<file path="src/rtl/bp_resolve_update_pkg.sv">
// ============================================================================
// Module  : bp_resolve_update_pkg
// Purpose : Shared widths and the in-flight branch record for the predictor
//           resolve/update path.
// Revision: 1.0  initial release
// ============================================================================
`default_nettype none

package bp_resolve_update_pkg;

    localparam int BP_ALIAS_W = 6;
    localparam int BP_DEPTH   = 8;

    // Metadata captured at fetch for one predicted branch (39 bits).
    typedef struct packed {
        logic [BP_ALIAS_W-1:0] br_alias;
        logic                  pred_taken;
        logic [31:0]           pred_target;
    } br_rec_t;

endpackage

`default_nettype wire

</file>
<file path="src/rtl/bp_rec_fifo.sv">
// ============================================================================
// Module  : bp_rec_fifo
// Purpose : Program-ordered circular buffer of branch records with flush.
// Revision: 1.0  initial release
// ============================================================================
`default_nettype none

module bp_rec_fifo
    import bp_resolve_update_pkg::*;
#(
    parameter int DEPTH = BP_DEPTH,
    parameter int PTR_W = 3
) (
    input  logic    clk,
    input  logic    reset,
    input  logic    flush,
    input  logic    enq_valid,
    input  br_rec_t enq_rec,
    input  logic    deq,
    output br_rec_t head,
    output logic    q_full,
    output logic    q_empty
);

    localparam logic [PTR_W:0] c_DEPTH = (PTR_W+1)'(DEPTH);

    br_rec_t          r_mem [DEPTH];
    logic [PTR_W-1:0] r_wr_ptr;
    logic [PTR_W-1:0] r_rd_ptr;
    logic [PTR_W:0]   r_count;

    logic w_enq;
    logic w_deq;

    assign q_full  = (r_count == c_DEPTH);
    assign q_empty = (r_count == '0);

    // A flush discards the same-cycle enqueue: it belongs to the wrong path.
    assign w_enq = enq_valid && !q_full && !flush;
    assign w_deq = deq && !q_empty;

    always_ff @(posedge clk or posedge reset) begin
        if (reset) begin
            r_wr_ptr <= '0;
            r_rd_ptr <= '0;
            r_count  <= '0;
        end else if (flush) begin
            r_wr_ptr <= '0;
            r_rd_ptr <= '0;
            r_count  <= '0;
        end else begin
            if (w_enq) r_wr_ptr <= r_wr_ptr + 1'b1;
            if (w_deq) r_rd_ptr <= r_rd_ptr + 1'b1;
            r_count <= r_count + {{PTR_W{1'b0}}, w_enq} - {{PTR_W{1'b0}}, w_deq};
        end
    end

    always_ff @(posedge clk) begin
        if (w_enq) r_mem[r_wr_ptr] <= enq_rec;
    end

    assign head = r_mem[r_rd_ptr];

endmodule

`default_nettype wire

</file>
<file path="src/rtl/bp_resolve_update.sv">
// ============================================================================
// Module  : bp_resolve_update
// Purpose : Resolves the oldest in-flight branch against its prediction and
//           drives the predictor/BTB update bundle and mispredict redirect.
// Revision: 1.0  initial release
// ============================================================================
`default_nettype none

module bp_resolve_update
    import bp_resolve_update_pkg::*;
#(
    parameter int DEPTH   = BP_DEPTH,
    parameter int PTR_W   = 3,
    parameter int ALIAS_W = BP_ALIAS_W
) (
    input  logic               clk,
    input  logic               reset,
    input  logic               enq_valid,
    input  logic [ALIAS_W-1:0] enq_alias,
    input  logic               enq_pred_taken,
    input  logic [31:0]        enq_pred_target,
    output logic               q_full,
    output logic               q_empty,
    input  logic               res_valid,
    input  logic               res_taken,
    input  logic [31:0]        res_br_eip,
    input  logic [31:0]        res_target_eip,
    input  logic [31:0]        res_fip_e,
    input  logic [31:0]        res_fip_o,
    input  logic [31:0]        res_fallthru_eip,
    output logic               upd_LD,
    output logic               upd_BR_result,
    output logic [ALIAS_W-1:0] upd_BR_alias,
    output logic               upd_is_BR,
    output logic [31:0]        upd_btb_eip,
    output logic [31:0]        upd_FIP_E,
    output logic [31:0]        upd_FIP_O,
    output logic [31:0]        upd_EIP,
    output logic               mispredict,
    output logic [31:0]        redirect_eip,
    output logic               res_orphan
);

    br_rec_t     w_enq_rec;
    br_rec_t     w_head;
    logic        w_deq;
    logic        w_mp;
    logic [31:0] w_next;

    assign w_enq_rec = '{br_alias: enq_alias, pred_taken: enq_pred_taken,
                         pred_target: enq_pred_target};

    assign w_deq  = res_valid && !q_empty;
    assign w_mp   = (res_taken != w_head.pred_taken) ||
                    (res_taken && w_head.pred_taken && (res_target_eip != w_head.pred_target));
    assign w_next = res_taken ? res_target_eip : res_fallthru_eip;

    bp_rec_fifo #(
        .DEPTH (DEPTH),
        .PTR_W (PTR_W)
    ) u_fifo (
        .clk       (clk),
        .reset     (reset),
        .flush     (w_deq && w_mp),
        .enq_valid (enq_valid),
        .enq_rec   (w_enq_rec),
        .deq       (w_deq),
        .head      (w_head),
        .q_full    (q_full),
        .q_empty   (q_empty)
    );

    // Strobes pulse for one cycle; payload fields hold until the next resolve.
    always_ff @(posedge clk or posedge reset) begin
        if (reset) begin
            upd_LD        <= 1'b0;
            upd_is_BR     <= 1'b0;
            upd_BR_result <= 1'b0;
            upd_BR_alias  <= '0;
            upd_btb_eip   <= '0;
            upd_FIP_E     <= '0;
            upd_FIP_O     <= '0;
            upd_EIP       <= '0;
            mispredict    <= 1'b0;
            redirect_eip  <= '0;
            res_orphan    <= 1'b0;
        end else begin
            upd_LD     <= w_deq;
            upd_is_BR  <= w_deq;
            mispredict <= w_deq && w_mp;
            if (w_deq) begin
                upd_BR_result <= res_taken;
                upd_BR_alias  <= w_head.br_alias;
                upd_btb_eip   <= res_br_eip;
                upd_FIP_E     <= res_fip_e;
                upd_FIP_O     <= res_fip_o;
                upd_EIP       <= res_target_eip;
            end
            if (w_deq && w_mp) redirect_eip <= w_next;
            if (res_valid && q_empty) res_orphan <= 1'b1;
        end
    end

endmodule

`default_nettype wire

</file>
<file path="config.mk">
export PLATFORM = sky130hd
export DESIGN_NAME = bp_resolve_update
export DESIGN_NICKNAME = d
export VERILOG_FILES = /design/src/rtl/bp_resolve_update_pkg.sv /design/src/rtl/bp_rec_fifo.sv /design/src/rtl/bp_resolve_update.sv
export SDC_FILE = /design/constraint.sdc
export NUM_CORES = 1
export LEC_CHECK = 0
export CAP_MARGIN = 20
export CORE_AREA = 2 2 206 309
export CTS_BUF_LIST = sky130_fd_sc_hd__clkbuf_4
export CTS_CLUSTER_SIZE = 40
export DETAILED_ROUTE_END_ITERATION = 10
export DIE_AREA = 0 0 208 311
export SLEW_MARGIN = 20
export SYNTH_ARGS = -nofsm -noshare
export SYNTH_HDL_FRONTEND = slang
export SYNTH_SLANG_ARGS = --single-unit
</file>
<file path="constraint.sdc">
create_clock -name clk -period 18.7 [get_ports clk]
set_input_delay 3.74 -clock clk [delete_from_list [all_inputs] [get_ports clk]]
set_output_delay 3.74 -clock clk [all_outputs]
set_load 0.01 [all_outputs]
</file>
; ---- Word level (Yosys, flattened, before mapping)
; Memory sizes are Yosys's and may differ from the RTL's.
; Cells that the tools add are included.
[totals]
input_bits = 204
output_inout_bits = 173
ff_bits = 180
n_memories = 1
ram_bits = 312
wordCells = 44
[op_classes]
eq_ne = 3
mux = 8
reduce_logical = 15
add_sub_neg = 4
[memory_table]
columns = memory, depth, word_bits, read_ports, rd_clocked_by_memory_dff, wr, line_no
row1 = u_fifo.r_mem, 8, 39, 1, 0, 1, bp_rec_fifo.sv:27  ; br_rec_t r_mem [DEPTH];
[ops]
columns = operator, count
row1 = two-way mux 32 bit, 1
row2 = inequality test 32 bit, 1
row3 = two-way mux 3 bit, 4
row4 = logical AND 1 bit, 8
row5 = "adder 3 x 1 -> 3 bit, second input constant", 2
row6 = adder 4 x 1 -> 4 bit, 1
row7 = "equality test 4 bit, second input constant", 1
row8 = zero test 4 bit, 1
row9 = two-way mux 4 bit, 1
row10 = nonzero test 2 bit, 2
row11 = subtractor 4 x 1 -> 4 bit, 1
row12 = zero test 1 bit, 3
row13 = two-way mux 1 bit, 2
row14 = logical OR 1 bit, 1
row15 = inequality test 1 bit, 1

; ---- Longest topological paths before layout
; Gate-level depths: netlist of run 1.
; An unclocked memory read counts as a cell.
[depth]
word_depth = 10
depth_mapped = 19
mapped_depth_nobuf = 13

; ---- Hierarchy
; A second synthesis of run 1 with hierarchy kept.
[unflattened]
hier_cells = 1252
hier_area_um2 = 19556.3
[modules_own_cells]
columns = mod, cells_per_inst, seq_area_each_um2, area_per_inst_um2, instances
row1 = bp_rec_fifo, 526, 9619.2, 12391.9, 1
row2 = bp_resolve_update, 726, 4254.1, 7164.4, 1

; ---- Least setup slack after synthesis of run 1
; No wires, ideal clock.
[synth_timing]
kind = in2reg
startpoint = input res_target_eip[20]
endpoint = memory u_fifo.r_mem[2][0] (netlist name), enable pin
t_arrival_ns = 9.198
n_path_buf = 1
setup_ns = 0.546
setup_slack_ns = 8.955
required_time_ns = 18.154
stages = 7
path_cell_list = a21o_1 > a211oi_2 > nand4_1 > or4_4 > a31oi_4 > buf_4 > nor4b_1
[synth_between]
elab_chain_cells = 8
[synth_lines]
columns = element, line_no
row1 = "start, declared", bp_resolve_update.sv:27  ; input logic [31:0] res_target_eip,
row2 = inequality test 32 bit, bp_resolve_update.sv:55  ; (res_taken && w_head.pred_taken && (res_target_eip != w_head.pred_target));
row3 = logical AND 1 bit, bp_resolve_update.sv:55
row4 = logical OR 1 bit, bp_resolve_update.sv:54  ; assign w_mp = (res_taken != w_head.pred_taken) ||
row5 = logical AND 1 bit, bp_resolve_update.sv:64  ; .flush (w_deq && w_mp),
row6 = zero test 1 bit, bp_rec_fifo.sv:39  ; assign w_enq = enq_valid && !q_full && !flush;
row7 = logical AND 1 bit, bp_rec_fifo.sv:39
row8 = two-way mux 1 bit, bp_rec_fifo.sv:59  ; if (w_enq) r_mem[r_wr_ptr] <= enq_rec;
row9 = two-way mux 1 bit (implied by the code), bp_rec_fifo.sv:59
row10 = "end, declared", bp_rec_fifo.sv:27
; No other way between the ends.

; ---- Worst setup path after layout of run 1
[layout_timing]
startpoint = input res_valid
endpoint = register u_fifo.r_count[2]
[layout_between]
elab_chain_cells = 7
elab_cells_between_ends = 8
classes_between = add/sub (2) / mux (1) / reduce/logical (5)
[layout_lines]
columns = element, line_no
row1 = "start, declared", bp_resolve_update.sv:24  ; input logic res_valid,
row2 = logical AND 1 bit *, bp_resolve_update.sv:53  ; assign w_deq = res_valid && !q_empty;
row3 = logical AND 1 bit, bp_resolve_update.sv:64
row4 = zero test 1 bit, bp_rec_fifo.sv:39
row5 = logical AND 1 bit, bp_rec_fifo.sv:39
row6 = adder 4 x 1 -> 4 bit, bp_rec_fifo.sv:54  ; r_count <= r_count + {{PTR_W{1'b0}}, w_enq} - {{PTR_W{1'b0}}, w_deq};
row7 = subtractor 4 x 1 -> 4 bit, bp_rec_fifo.sv:54
row8 = two-way mux 4 bit *, bp_rec_fifo.sv:47  ; end else if (flush) begin
row9 = "end signal, assigned", bp_rec_fifo.sv:54
row10 = "end, declared", bp_rec_fifo.sv:30  ; logic [PTR_W:0] r_count;
; Every way passes the cells marked *; elsewhere a longest branch is shown, timed or not.
; A chain may end at the register's enable or synchronous reset.

==> results of run 1 <==
-- report_power, final --
part           switching (uW)  total (uW)  internal [uW]
Clock                     432         896            465
Combinational             601        1220            619
Sequential                144        1550           1410
Total                    1180        3670           2490
-- per-layer routing --
metal	up-vias	GRT usage, %	wire, um
li1	5877	-	-
met1	6201	20.5	22800
met2	499	29.5	27900
met3	103	4.65	3750
met4	10	7.88	1710
met5	-	0	57
-- registers in the layout (all words and copies together) (netlist names) --
name and count:
res_orphan 1, u_fifo.r_wr_ptr 3, redirect_eip 32, upd_BR_alias 6, mispredict 1, upd_FIP_O 32
u_fifo.r_rd_ptr 3, upd_is_BR 1, upd_BR_result 1, upd_btb_eip 32, upd_FIP_E 32, upd_EIP 32
u_fifo.r_mem 312, u_fifo.r_count 4
-- final cells by class --
| cell class | count | area share, % |
|---|---|---|
| Clock inverter | 41 | 0.926 |
| Antenna cell | 6 | 0.0579 |
| Sequential cell | 492 | 53.5 |
| Timing Repair Buffer | 397 | 15.1 |
| Tap cell | 798 | 3.85 |
| Multi-Input combinational cell | 787 | 21.2 |
| Inverter | 11 | 0.198 |
| Clock buffer | 178 | 5.15 |
-- synthesized netlist by cell type, drive strengths merged, types with 2 or more instances --
library cell,count
buf,35
a211oi,3
dfrtp,180
clkbuf,35
o21ai,9
a21o,5
nand3,5
edfxtp,312
and2,10
nor4b,6
nand2,400
nand2b,32
a21oi,30
mux2,70
mux4,46
mux2i,68
and3,28
o22a,13
ha,9
nand4,4
xnor2,3
nor2,3
a22oi,31
xor2,2
inv,11
-- logic make-up after synthesis --
group                    count (synthesis)
AND/OR/NAND/NOR                        495
flip-flops                             492
multiplexers                           184
AO/OA/AOI/OAI                           93
buffers and inverters                   81
adder cells (fa/ha/maj)                 10
XOR/XNOR                                 5
-- worst max path at each step --
stage          slack (ns)                   to  cells after the start
2_1_floorplan        8.96   u_fifo.r_mem[2][0]                      7
3_3_place_gp        10.72   u_fifo.r_mem[0][4]                      9
3_5_place_dp        10.64   u_fifo.r_mem[0][4]                      9
4_1_cts             11.61  u_fifo.r_mem[0][16]                      9
5_1_grt             11.41    u_fifo.r_count[2]                     11
6_report            11.61    u_fifo.r_count[2]                     11
-- stage by stage --
stage | util (%) | hold WS, ns
after floorplan | - | 0.493
after global placement | 39.3 | 0.455
after detailed placement | 39.3 | 0.458
after CTS | 41.9 | 0.474
after global routing | 41.9 | 0.492
final | 41.9 | 0.470
-- worst max-delay path, delay by kind of cell --
kind | cells | cell delay, ns
AO/OA/AOI/OAI | 1 | 0.18
AND/OR/NAND/NOR | 3 | 0.62
XOR/XNOR | 1 | 0.16
adder cells (fa/ha/maj) | 2 | 0.67
buffers and inverters | 4 | 2.37
==> results by group, run 1 <==
Run status
  – Outcome: finished, final reports clean

Logic synthesis
  – Synth Area in Simple Gates: around 11%
  – Synth area leader: edfxtp_1
  – Largest family of logic cells by synthesized area: multiplexers
  – Post-synthesis mux area share: 12.7%
  – Register area share after synthesis: a little over two thirds
  – Synthesized area per cell: around 14 sq um
  – Compound-Gate Fraction of Synth Area: approximately 3.2%
  – Yosys cell types: between 40 and 50
  – Ys async rst share: a little over a third
  – Synth Area in XOR/XNOR: less than 1%
  – Prevailing post-synth register cell: edfxtp_1
  – Synth Area in Adders: less than 1%
  – Cell count after synthesis: roughly 1400
  – Mapped Nets: 1574
  – Synthesized area: approximately 0.020 sq mm
  – Synth area leaders: edfxtp_1 (48%), dfrtp_1 (23%), nand2_1 (7.6%), mux4_2 (5.3%), mux2_2 (4.0%)
  – Post-synth EDFFs: approximately 310
  – Synth warn: 0
  – Synth Register Bits: approximately 500
  – Post-synth top area share: 47.5%

Die
  – Row count: ~110
  – Die Span Y: 311 um
  – Die ar.: 0.0647 sq mm
  – Die Width: about 210 um
  – Initial Util: a little under a third
  – Core footprint: about 0.062 sq mm
  – IO Count: roughly 380

Placement
  – GP Congestion: 0.811
  – Dpl cell area: 0.0244 sq mm
  – Placed instance count: approximately 2500
  – Buffers on Ports: 376
  – Placement Setup Slack: about 11 ns
  – Detailed Place HPWL: approximately 37000 um

STA
  – Clock skew: ~0.045 ns
  – Final Hold Viols: 0
  – Setup TNS: 0 ns
  – Max Fclk: between 100 and 150 MHz
  – Rel. slew slack: between 20 and 25%
  – Final min period: ~7 ns
  – Slew Limit Fails: 0
  – Final worst slack: ~12 ns
  – Least-Margin Pin Slew: around 1.1 ns
  – Endpoints failing setup: 0
  – Period utilisation layout: 37.9%
  – RSZ-0062 raised after global routing: no

Pwr
  – Power density cells: roughly 140 mW/mm^2
  – Leakage: roughly 0.01 uW
  – Tot Pwr: 3670 uW
  – VDD IR-drop max: approximately 0.068 mV

Setup path
  – CP required: approximately 19 ns
  – CP startpoint: res_valid
  – Worst reg2reg startpoint: u_fifo.r_rd_ptr[1]
  – CP max stage delay: roughly 0.73 ns
  – Critical-path maximum fanout: 69
  – Worst path cell trace: clkdlybuf4s50_1 -> nand2b_4 -> inv_4 -> buf_4 -> a31oi_4 -> buf_4 -> nor2b_1 -> ha_1 -> fa_1 -> xor2_1 -> and2_1
  – Reg2reg end: u_fifo.r_mem[0][10]
  – Kind of critical path: in -> reg
  – CP dominant cell by count: buf_4
  – Worst path slowest cell: buf_4
  – Critical path arrival: 7.86 ns
  – FF-to-FF path depth: 11
  – Worst setup SP type: primary input
  – Reg2reg setup slack: 12.41 ns
  – Crit end category: flop

Final layout
  – Layout cell share with drive strength beyond 1: a little under a fifth
  – Design Area, Final: 0.0259 sq mm
  – Commonest non-fill, non-tap cell in the layout: nand2_1
  – Multi-input gate area: about 0.0055 sq mm
  – Highest-count cells in the layout ignoring fill and taps: nand2_1 (400), clkdlybuf4s50_1 (375), edfxtp_1 (312), clkbuf_4 (178), dfrtp_1 (177)
  – Nets: slightly above 2000
  – Finished Layout Cells: between 2000 and 3000
  – Register area: 0.0139 sq mm
  – Area growth syn-to-layout: 31.6%
  – Filler cells: about 5800

Global routing
  – Vias in the first global route: roughly 13000
  – Initial antenna violation count: 10
  – Pin count of the biggest net entering global routing: roughly 120
  – First-pass GRT wire length: roughly 84000 um
  – Total GRT Usage: approximately 17%
  – Grt ovf: 0

Routing
  – WL/cell: 20.7 um
  – Initial DRC Count: between 700 and 800
  – Final wirelength: between 50000 and 60000 um
  – Avg Vias per Cell: between 4 and 5
  – DRT Pass-1 Iters: 7
  – Vias: around 13000
  – ANT nets after route: 0
  – DRC Markers: 0

Clock tree
  – # clock sinks: approximately 490
  – Clock Path Buffers: 3
  – Post-CTS Setup Inserts: 0
  – CTS tree: done
  – Clk Latency, worst-skew pair: between 0.8 and 0.9 ns
  – CTS Root Buffer Type: clkbuf_4
  – Post-CTS sizing: 0
  – H-tree depth: 3
  – Num CTS Buffers: around 120
  – Hold buffer count at cts: 0
  – Worst-path clk slew: around 0.07 ns

Hold path
  – Min-delay src: res_orphan
  – Hold path endpoint: res_orphan
  – Cells on Worst Hold Path: 1
  – Hold Crit Class: reg -> reg

Run
  – Max-cap viol count: 0
(Power assumes the default switching activity.)
==> run 2: changes to the inputs <==
clock period = 7.19 ns   (was 18.7 ns; I/O delays follow)
==> results by group, run 2 (synthesis results as in run 1) <==
Routing
  – Avg Vias per Cell: 4.71
  – Final wirelength: between 50000 and 60000 um
  – Vias: 12720
  – Initial DRC Count: ~800
  – DRT Pass-1 Iters: 4
  – WL/cell: approximately 20 um
  – DRC Markers: 0
  – ANT nets after route: 0

Final layout
  – Multi-input gate area: around 0.0055 sq mm
  – Highest-count cells in the layout ignoring fill and taps: nand2_1 (400), clkdlybuf4s50_1 (375), edfxtp_1 (312), clkbuf_4 (178), dfrtp_1 (177)
  – Commonest non-fill, non-tap cell in the layout: nand2_1
  – Nets: around 2000
  – Area growth syn-to-layout: 32.2%
  – Biggest register: u_fifo.r_mem
  – Filler cells: 5764
  – Largest register FFs: approximately 310
  – Register area: approximately 0.014 sq mm
  – Layout cell share with drive strength beyond 1: 18.2%
  – Finished Layout Cells: ~2700

Pwr
  – Leakage: ~0.010 uW
  – Tot Pwr: 9610 uW
  – Power density cells: roughly 370 mW/mm^2
  – VDD IR-drop max: 0.195 mV

Global routing
  – Initial antenna violation count: 5
  – Grt ovf: 0
  – Total GRT Usage: between 10% and 20%
  – Pin count of the biggest net entering global routing: roughly 110
  – First-pass GRT wire length: 82700 um
  – Vias in the first global route: 13690

Clock tree
  – CTS Root Buffer Type: clkbuf_4
  – H-tree depth: 3
  – Hold buffer count at cts: 0
  – CTS tree: done
  – Clock Path Buffers: 3
  – Clk Latency, worst-skew pair: a little under 0.9 ns
  – Post-CTS sizing: 0
  – # clock sinks: 492
  – Post-CTS Setup Inserts: 0
  – Worst-path clk slew: around 0.070 ns
  – Num CTS Buffers: 117

Die
  – Initial Util: between 30% and 40%
  – Die Width: around 210 um
  – Core footprint: 0.0619 sq mm
  – Die ar.: between 0.06 and 0.07 sq mm
  – Die Span Y: approximately 310 um
  – IO Count: between 300 and 400
  – Row count: ~110

Placement
  – Buffers on Ports: approximately 380
  – GP Congestion: ~0.82
  – Placed instance count: approximately 2500
  – Detailed Place HPWL: about 36000 um

STA
  – Least-Margin Pin Slew: roughly 0.85 ns
  – Slew Limit Fails: 0
  – RSZ-0062 raised after global routing: no
  – Period utilisation layout: between 70% and 80%
  – Endpoints failing setup: 0
  – Rel. slew slack: a little over two fifths
  – Max Fclk: between 150 and 200 MHz
  – Setup TNS: 0 ns
  – Final min period: approximately 5.3 ns
  – Clock skew: ~0.071 ns
  – Final Hold Viols: 0

Setup path
  – CP required: approximately 8.0 ns
  – CP max stage delay: between 0.9 and 1 ns
  – Critical path arrival: 6.08 ns
  – Critical-path maximum fanout: 37
  – CP dominant cell by count: buf_4
  – Worst path slowest cell: dfrtp_4
  – Worst setup SP type: flop
  – Kind of critical path: reg -> reg
  – Crit end category: flop
  – Worst path cell trace: and2b_1 -> buf_4 -> a22oi_1 -> a21oi_1 -> o22a_1 -> nand4_1 -> or4_4 -> a31oi_4 -> buf_4 -> nor2b_1 -> ha_1 -> fa_1 -> and2_1

Hold path
  – Hold Crit Class: reg -> reg

Run
  – Max-cap viol count: 0

Run status
  – Outcome: finished, final reports clean
==> run 2: changes by cell type in the layout (fill, tap and decap cells not counted), sizes merged <==
cell / previous run / this run
clkinv: 38 / 28
diode: 6 / 1
bufinv: 2 / 5
clkinvlp: 0 / 2
buf: 22 / 23
inv: 12 / 13
==> run 2: metrics by stage <==
stage	utilization [%]	hold slack (ns)	cell area (sq um)	setup WS (ns)
2_1_floorplan	-	0.493	19800	0.865
3_3_place_gp	39.4	0.440	24400	1.76
3_5_place_dp	39.4	0.446	24400	1.78
4_1_cts	42.1	0.459	26000	1.78
5_1_grt	42.1	0.493	26100	1.54
6_report	42.1	0.459	26100	1.86
==> run 2: final timing paths <==
kind | from | slack [ns] | to | cells past startpoint
min in group asynchronous | reset | 1.08 | upd_btb_eip[25] | 2
setup reg to reg | u_fifo.r_rd_ptr[0] | 1.86 | u_fifo.r_count[1] | 13
setup / recovery | u_fifo.r_rd_ptr[0] | 1.86 | u_fifo.r_count[1] | 13
hold reg to reg | res_orphan | 0.46 | res_orphan | 1
max in group asynchronous | reset | 4.85 | upd_FIP_E[0] | 3
hold / removal | res_orphan | 0.46 | res_orphan | 1
==> run 2: power by group <==
part	total (uW)	switching (uW)	internal [uW]
Clock	2430	1110	1310
Sequential	4020	357	3670
Combinational	3160	1540	1620
Total	9610	3010	6600
==> run 2: worst max-delay path, delay by kind of cell (launching register included) <==
kind                       cells  cell delay [ns]
buffers and inverters          2             0.81
DFF                            1             0.94
AOI/OAI and AO/OA              4             1.16
and+or+nand+nor                5             1.63
adders and majority gates      2             0.63
==> run 2: cell type report <==
cell class / instances / area share [%]
multi-input cells: 787 / 21.3
clock buffers: 178 / 5.13
flip-flops and latches: 492 / 53.3
diodes: 1 / 0.00961
clock inverters: 37 / 1.13
well taps: 798 / 3.83
repair buffers: 398 / 15.1
inverters: 11 / 0.197
==> run 2: metal layers <==
metal | share of wire (%) | vias to the layer above | global-route usage (%)
met1 | 40 | 6248 | 19.3
met4 | 3.0 | 6 | 7.21
li1 | - | 5863 | -
met5 | 0.084 | - | 0
met2 | 50 | 501 | 29.3
met3 | 7.2 | 102 | 4.85
==> run 3: changes to the inputs <==
clock period = 5.2 ns   (was 7.19 ns; I/O delays follow)
==> results by group, run 3 (synthesis results as in run 1) <==
Pwr
  – Net Sw Power: approximately 4300 uW
  – P_int: about 9000 uW
  – VDD IR-drop max: around 0.24 mV
  – Leakage: 0.0102 uW
  – Clock power share: 24.5%
  – Sequential power share: about two fifths
  – Logic gate share of total power: 33.6%
  – Power density cells: around 510 mW/mm^2
  – Switch share: 32.2%

Clock tree
  – Clock Path Buffers: 3
  – CTS Root Buffer Type: clkbuf_4
  – Post-CTS sizing: 0
  – Worst-path clk slew: ~0.070 ns
  – Clk Latency, worst-skew pair: between 0.9 and 1 ns
  – Num CTS Buffers: approximately 120
  – CTS tree: done
  – # clock sinks: 492
  – Hold buffer count at cts: 0
  – H-tree depth: 3
  – Post-CTS Setup Inserts: 0

Final layout
  – Finished Layout Cells: approximately 2700
  – Commonest non-fill, non-tap cell in the layout: nand2_1
  – Largest register FFs: 312
  – Area growth syn-to-layout: 32.8%
  – Filler cells: roughly 5800
  – Layout cell share with drive strength beyond 1: ~18%
  – Nets: just over 2000
  – Biggest register: u_fifo.r_mem
  – Highest-count cells in the layout ignoring fill and taps: nand2_1 (400), clkdlybuf4s50_1 (375), edfxtp_1 (312), dfrtp_1 (177), clkbuf_4 (148)

Setup path
  – CP dominant cell by count: buf_4
  – Reg2reg setup slack: about 0.42 ns
  – Critical path endpoint: u_fifo.r_mem[3][11]
  – CP startpoint: u_fifo.r_rd_ptr[0]
  – Reg2reg end: u_fifo.r_mem[3][11]
  – Worst setup SP type: flop
  – Critical path arrival: about 5.3 ns
  – CP required: 5.70 ns
  – CP max stage delay: about 0.76 ns
  – Worst reg2reg startpoint: u_fifo.r_rd_ptr[0]
  – Worst path slowest cell: dfrtp_4
  – Worst path cell trace: buf_4 -> mux4_2 -> nand2b_1 -> a21oi_1 -> o22a_1 -> nand4_1 -> or4_4 -> a31oi_4 -> nor4b_4 -> buf_4
  – CP Buf/Inv Count: 2
  – Critical-path maximum fanout: 26
  – Top delay family on crit path: simple AND/OR/NAND/NOR gates
  – Kind of critical path: reg -> reg
  – Levels on crit path: 10
  – Crit end category: flop
  – FF-to-FF path depth: 10

STA
  – Clock skew: 0.0742 ns
  – Rel. slew slack: between 40% and 50%
  – Final min period: 4.78 ns
  – Period utilisation layout: 91.9%
  – Final worst slack: 0.420 ns
  – RSZ-0062 raised after global routing: no
  – Max Fclk: between 200 and 250 MHz
  – Slew Limit Fails: 0
  – Final Hold Viols: 0
  – Endpoints failing setup: 0
  – Least-Margin Pin Slew: ~0.86 ns

Die
  – Die Span Y: slightly above 300 um
  – IO Count: 377
  – Row count: approximately 110
  – Core footprint: 0.0619 sq mm
  – Die ar.: 0.0647 sq mm
  – Die Width: roughly 210 um
  – Initial Util: 31.8%

Routing
  – DRT Pass-1 Iters: 4
  – WL/cell: ~20 um
  – DRC Markers: 0
  – Avg Vias per Cell: approximately 4.7
  – Initial DRC Count: a little over 600
  – Vias: ~13000
  – Final wirelength: between 50000 and 60000 um
  – ANT nets after route: 0

Placement
  – Buffers on Ports: ~380
  – Placed instance count: between 2000 and 3000
  – Detailed Place HPWL: 36100 um
  – Placement Setup Slack: slightly below 0.4 ns
  – GP Congestion: about 0.76

Global routing
  – Vias in the first global route: around 13000
  – Initial antenna violation count: 5
  – Grt ovf: 0
  – First-pass GRT wire length: slightly above 80000 um
  – Total GRT Usage: ~17%
  – Pin count of the biggest net entering global routing: 98

Run status
  – Outcome: finished, final reports clean

Run
  – Max-cap viol count: 0

Hold path
  – Hold Crit Class: in -> async
-- run 3: cell types whose count changed in the layout (fill, tap and decap cells not counted), moves of 3 or more --
cell,delta
clkbuf_4,-30
clkinv_1,+21
clkinv_2,+14
buf_4,+12
buf_12,+5
diode_2,+3
-- run 3: how the worst min path moves through the flow --
stage | to
global route | upd_is_BR
finish | upd_is_BR
detailed placement | res_orphan
CTS | upd_is_BR
floorplan | res_orphan
global placement | res_orphan
-- run 3: final cells by class --
type                    count  area (sq um)  share of cell area, %
flip-flops and latches    492         13900                   53.0
multi-input cells         787          5550                   21.2
repair buffers            414          4120                   15.7
clock buffers             148          1110                   4.24
well taps                 798           998                   3.81
clock inverters            74           469                   1.79
inverters                  11          47.5                  0.182
diodes                      4          10.0                 0.0382
-- run 3: power groups by stage --
| stage | clock network [uW] | registers (uW) | logic [uW] |
|---|---|---|---|
| 2_1_floorplan | 0 | 5770 | 2150 |
| 3_3_place_gp | 0 | 5600 | 4470 |
| 3_5_place_dp | 0 | 5640 | 4520 |
| 4_1_cts | 3390 | 5560 | 4540 |
| 5_1_grt | 3580 | 5660 | 4840 |
| 6_report | 3240 | 5550 | 4450 |
-- run 3: per-layer routing --
metal / part of all wire [%] / up-vias / track usage (%)
met5: 0.057 / - / 0
met4: 2.4 / 4 / 6.64
met3: 6.9 / 92 / 4.58
met2: 50 / 495 / 29.1
met1: 40 / 6249 / 19.3
li1: - / 5923 / -
-- run 3: through the flow --
stage | setup TNS [ns] | util, % | power (uW) | area [sq um] | hold slack (ns)
2_1_floorplan | -77.05 | - | 7920 | 19800 | 0.493
3_3_place_gp | 0 | 39.7 | 10100 | 24600 | 0.441
3_5_place_dp | 0 | 39.7 | 10200 | 24600 | 0.445
4_1_cts | 0 | 42.3 | 13500 | 26200 | 0.327
5_1_grt | 0 | 42.3 | 14100 | 26200 | 0.389
6_report | 0 | 42.3 | 13200 | 26200 | 0.454
==> variant: new RTL, config.mk and constraints of run 1 <==
`PTR_W` is set to 3 in 2 places; all go to 2.
--- a/src/rtl/bp_rec_fifo.sv
+++ b/src/rtl/bp_rec_fifo.sv
@@ -10,5 +10,5 @@
 #(
     parameter int DEPTH = BP_DEPTH,
-    parameter int PTR_W = 3
+    parameter int PTR_W = 2
 ) (
     input  logic    clk,
--- a/src/rtl/bp_resolve_update.sv
+++ b/src/rtl/bp_resolve_update.sv
@@ -11,5 +11,5 @@
 #(
     parameter int DEPTH   = BP_DEPTH,
-    parameter int PTR_W   = 3,
+    parameter int PTR_W   = 2,
     parameter int ALIAS_W = BP_ALIAS_W
 ) (
Check against the original RTL: not equivalent (a bounded check fails within 4 cycles, from zero or initial values and one cycle with reset high).
==> variant against run 1 <==
  * Global-route usage decreased by 4.5 points
  * Area after synthesis is 33% lower
  * Final area decreased by 27%
  * Sequential cell count is 159 lower
  * Setup slack improved by 750 ps
  * Routed wire length decreased by 26%
  * Total power shrank 19%
  * Fmax is 12% higher
==> variant: results <==
set metrics [dict create \
    outcome "finished clean" \
    first_global_vias 9637 \
    synth.distinct_cells 30 \
    antenna_found_initial 6 \
    synth_flop_cell "dfrtp_1" \
    grt_max_degree 97 \
    syn_nets 1190 \
    wl_per_cell_um 18.3 \
    place_area_mm2 0.0179 \
    cts_buffers 85 \
    firstDrtPassIters 5 \
    dpl.hpwl_um 29700 \
    synth_edf_count 156 \
    yosys.area_share.adder_pct 0.813 \
    slowest_delay_ps 530 \
    final.setup_skew_ps 60.0 \
    gp_congestion 0.782 \
    largest_reg_flops 156 \
    cp.arrival_ps 7000 \
    synthArstFlopShare_pct 53.2 \
    critPathTopFamily "simple AND/OR/NAND/NOR gates" \
    drive_gt1_share_pct 18.0 \
    synth_compound_area_share_pct 0.312 \
    synth_commonest_cells "nand2_1, dfrtp_1, edfxtp_1" \
    synth.area.mux_share_pct 12.9 \
    ir_worst_vdd_mv 0.0678 \
    synth-xor-area-share_pct 2.38 \
    synth_seq_area_share_pct 68.8 \
    path_max_fanout 43 \
    viasPerCell 3.98 \
]
[variant: per-layer routing]
layer	track usage [%]	vias to the layer above	wire length, µm
li1	-	4225	-
met1	14.0	4397	15600
met2	22.7	352	21900
met3	4.01	70	2940
met4	5.71	4	1020
met5	0	-	31
[variant: area by class of cell]
cell class | instances | area, µm²
Timing Repair Buffer | 386 | 3830
Antenna cell | 4 | 10.0
Clock buffer | 118 | 886
Clock inverter | 36 | 226
Tap cell | 798 | 998
Fill cell | 6325 | 42900
Inverter | 9 | 43.8
Sequential cell | 333 | 9120
Multi-Input combinational cell | 587 | 3890
[variant: logic make-up (layout without fill, tap and decap cells)]
family / count (synthesis) / after routing
simple gates: 435 / 435
flops: 333 / 333
mux: 103 / 103
buf+inv: 58 / 549
xor+xnor: 36 / 36
fa+ha+maj: 8 / 8
compound gates: 5 / 5
other cells: 0 / 4
[variant: where the power goes]
| part | leakage [nW] | switching (W) | total [W] | internal (W) |
|---|---|---|---|---|
| logic | 3.49 | 0.000534 | 0.00115 | 0.000619 |
| registers | 3.57 | 0.000153 | 0.00117 | 0.00102 |
| clock network | 0.667 | 0.000309 | 0.000635 | 0.000326 |
[variant: final timing paths]
check / cells after the start / to / startpoint / slack (ps)
setup / recovery: 13 / u_fifo.r_count[2]$_DFF_PP0_ / res_target_eip[12] / 12360
hold / removal: 1 / res_orphan$_DFFE_PP0P_ / res_orphan$_DFFE_PP0P_ / 460
setup reg to reg: 13 / u_fifo.r_count[2]$_DFF_PP0_ / u_fifo.r_rd_ptr[0]$_DFFE_PP0P_ / 14120
hold reg to reg: 1 / res_orphan$_DFFE_PP0P_ / res_orphan$_DFFE_PP0P_ / 460
max in group asynchronous: 3 / u_fifo.r_rd_ptr[0]$_DFFE_PP0P_ / reset / 14030
min in group asynchronous: 2 / upd_EIP[17]$_DFFE_PP0P_ / reset / 3300
[variant: per-stage QoR]
| stage | hold WS [ps] | instances |
|---|---|---|
| after floorplan | 493 | 978 |
| after global placement | 446 | 2113 |
| after detailed placement | 446 | 2113 |
| after CTS | 460 | 2267 |
| after global routing | 492 | 2271 |
| final | 456 | 2271 |
[variant: worst register-to-register path: stages, from the launching register on]
cell and delay, ps:
dfrtp_4 970, mux4_2 700, xnor2_1 170, nand4_1 260
nor4_2 380, a311o_2 260, nand2_4 470, nor2_1 250
ha_1 160, inv_1 50, fa_1 390, xor2_1 160
xnor2_1 140, nor2_1 50
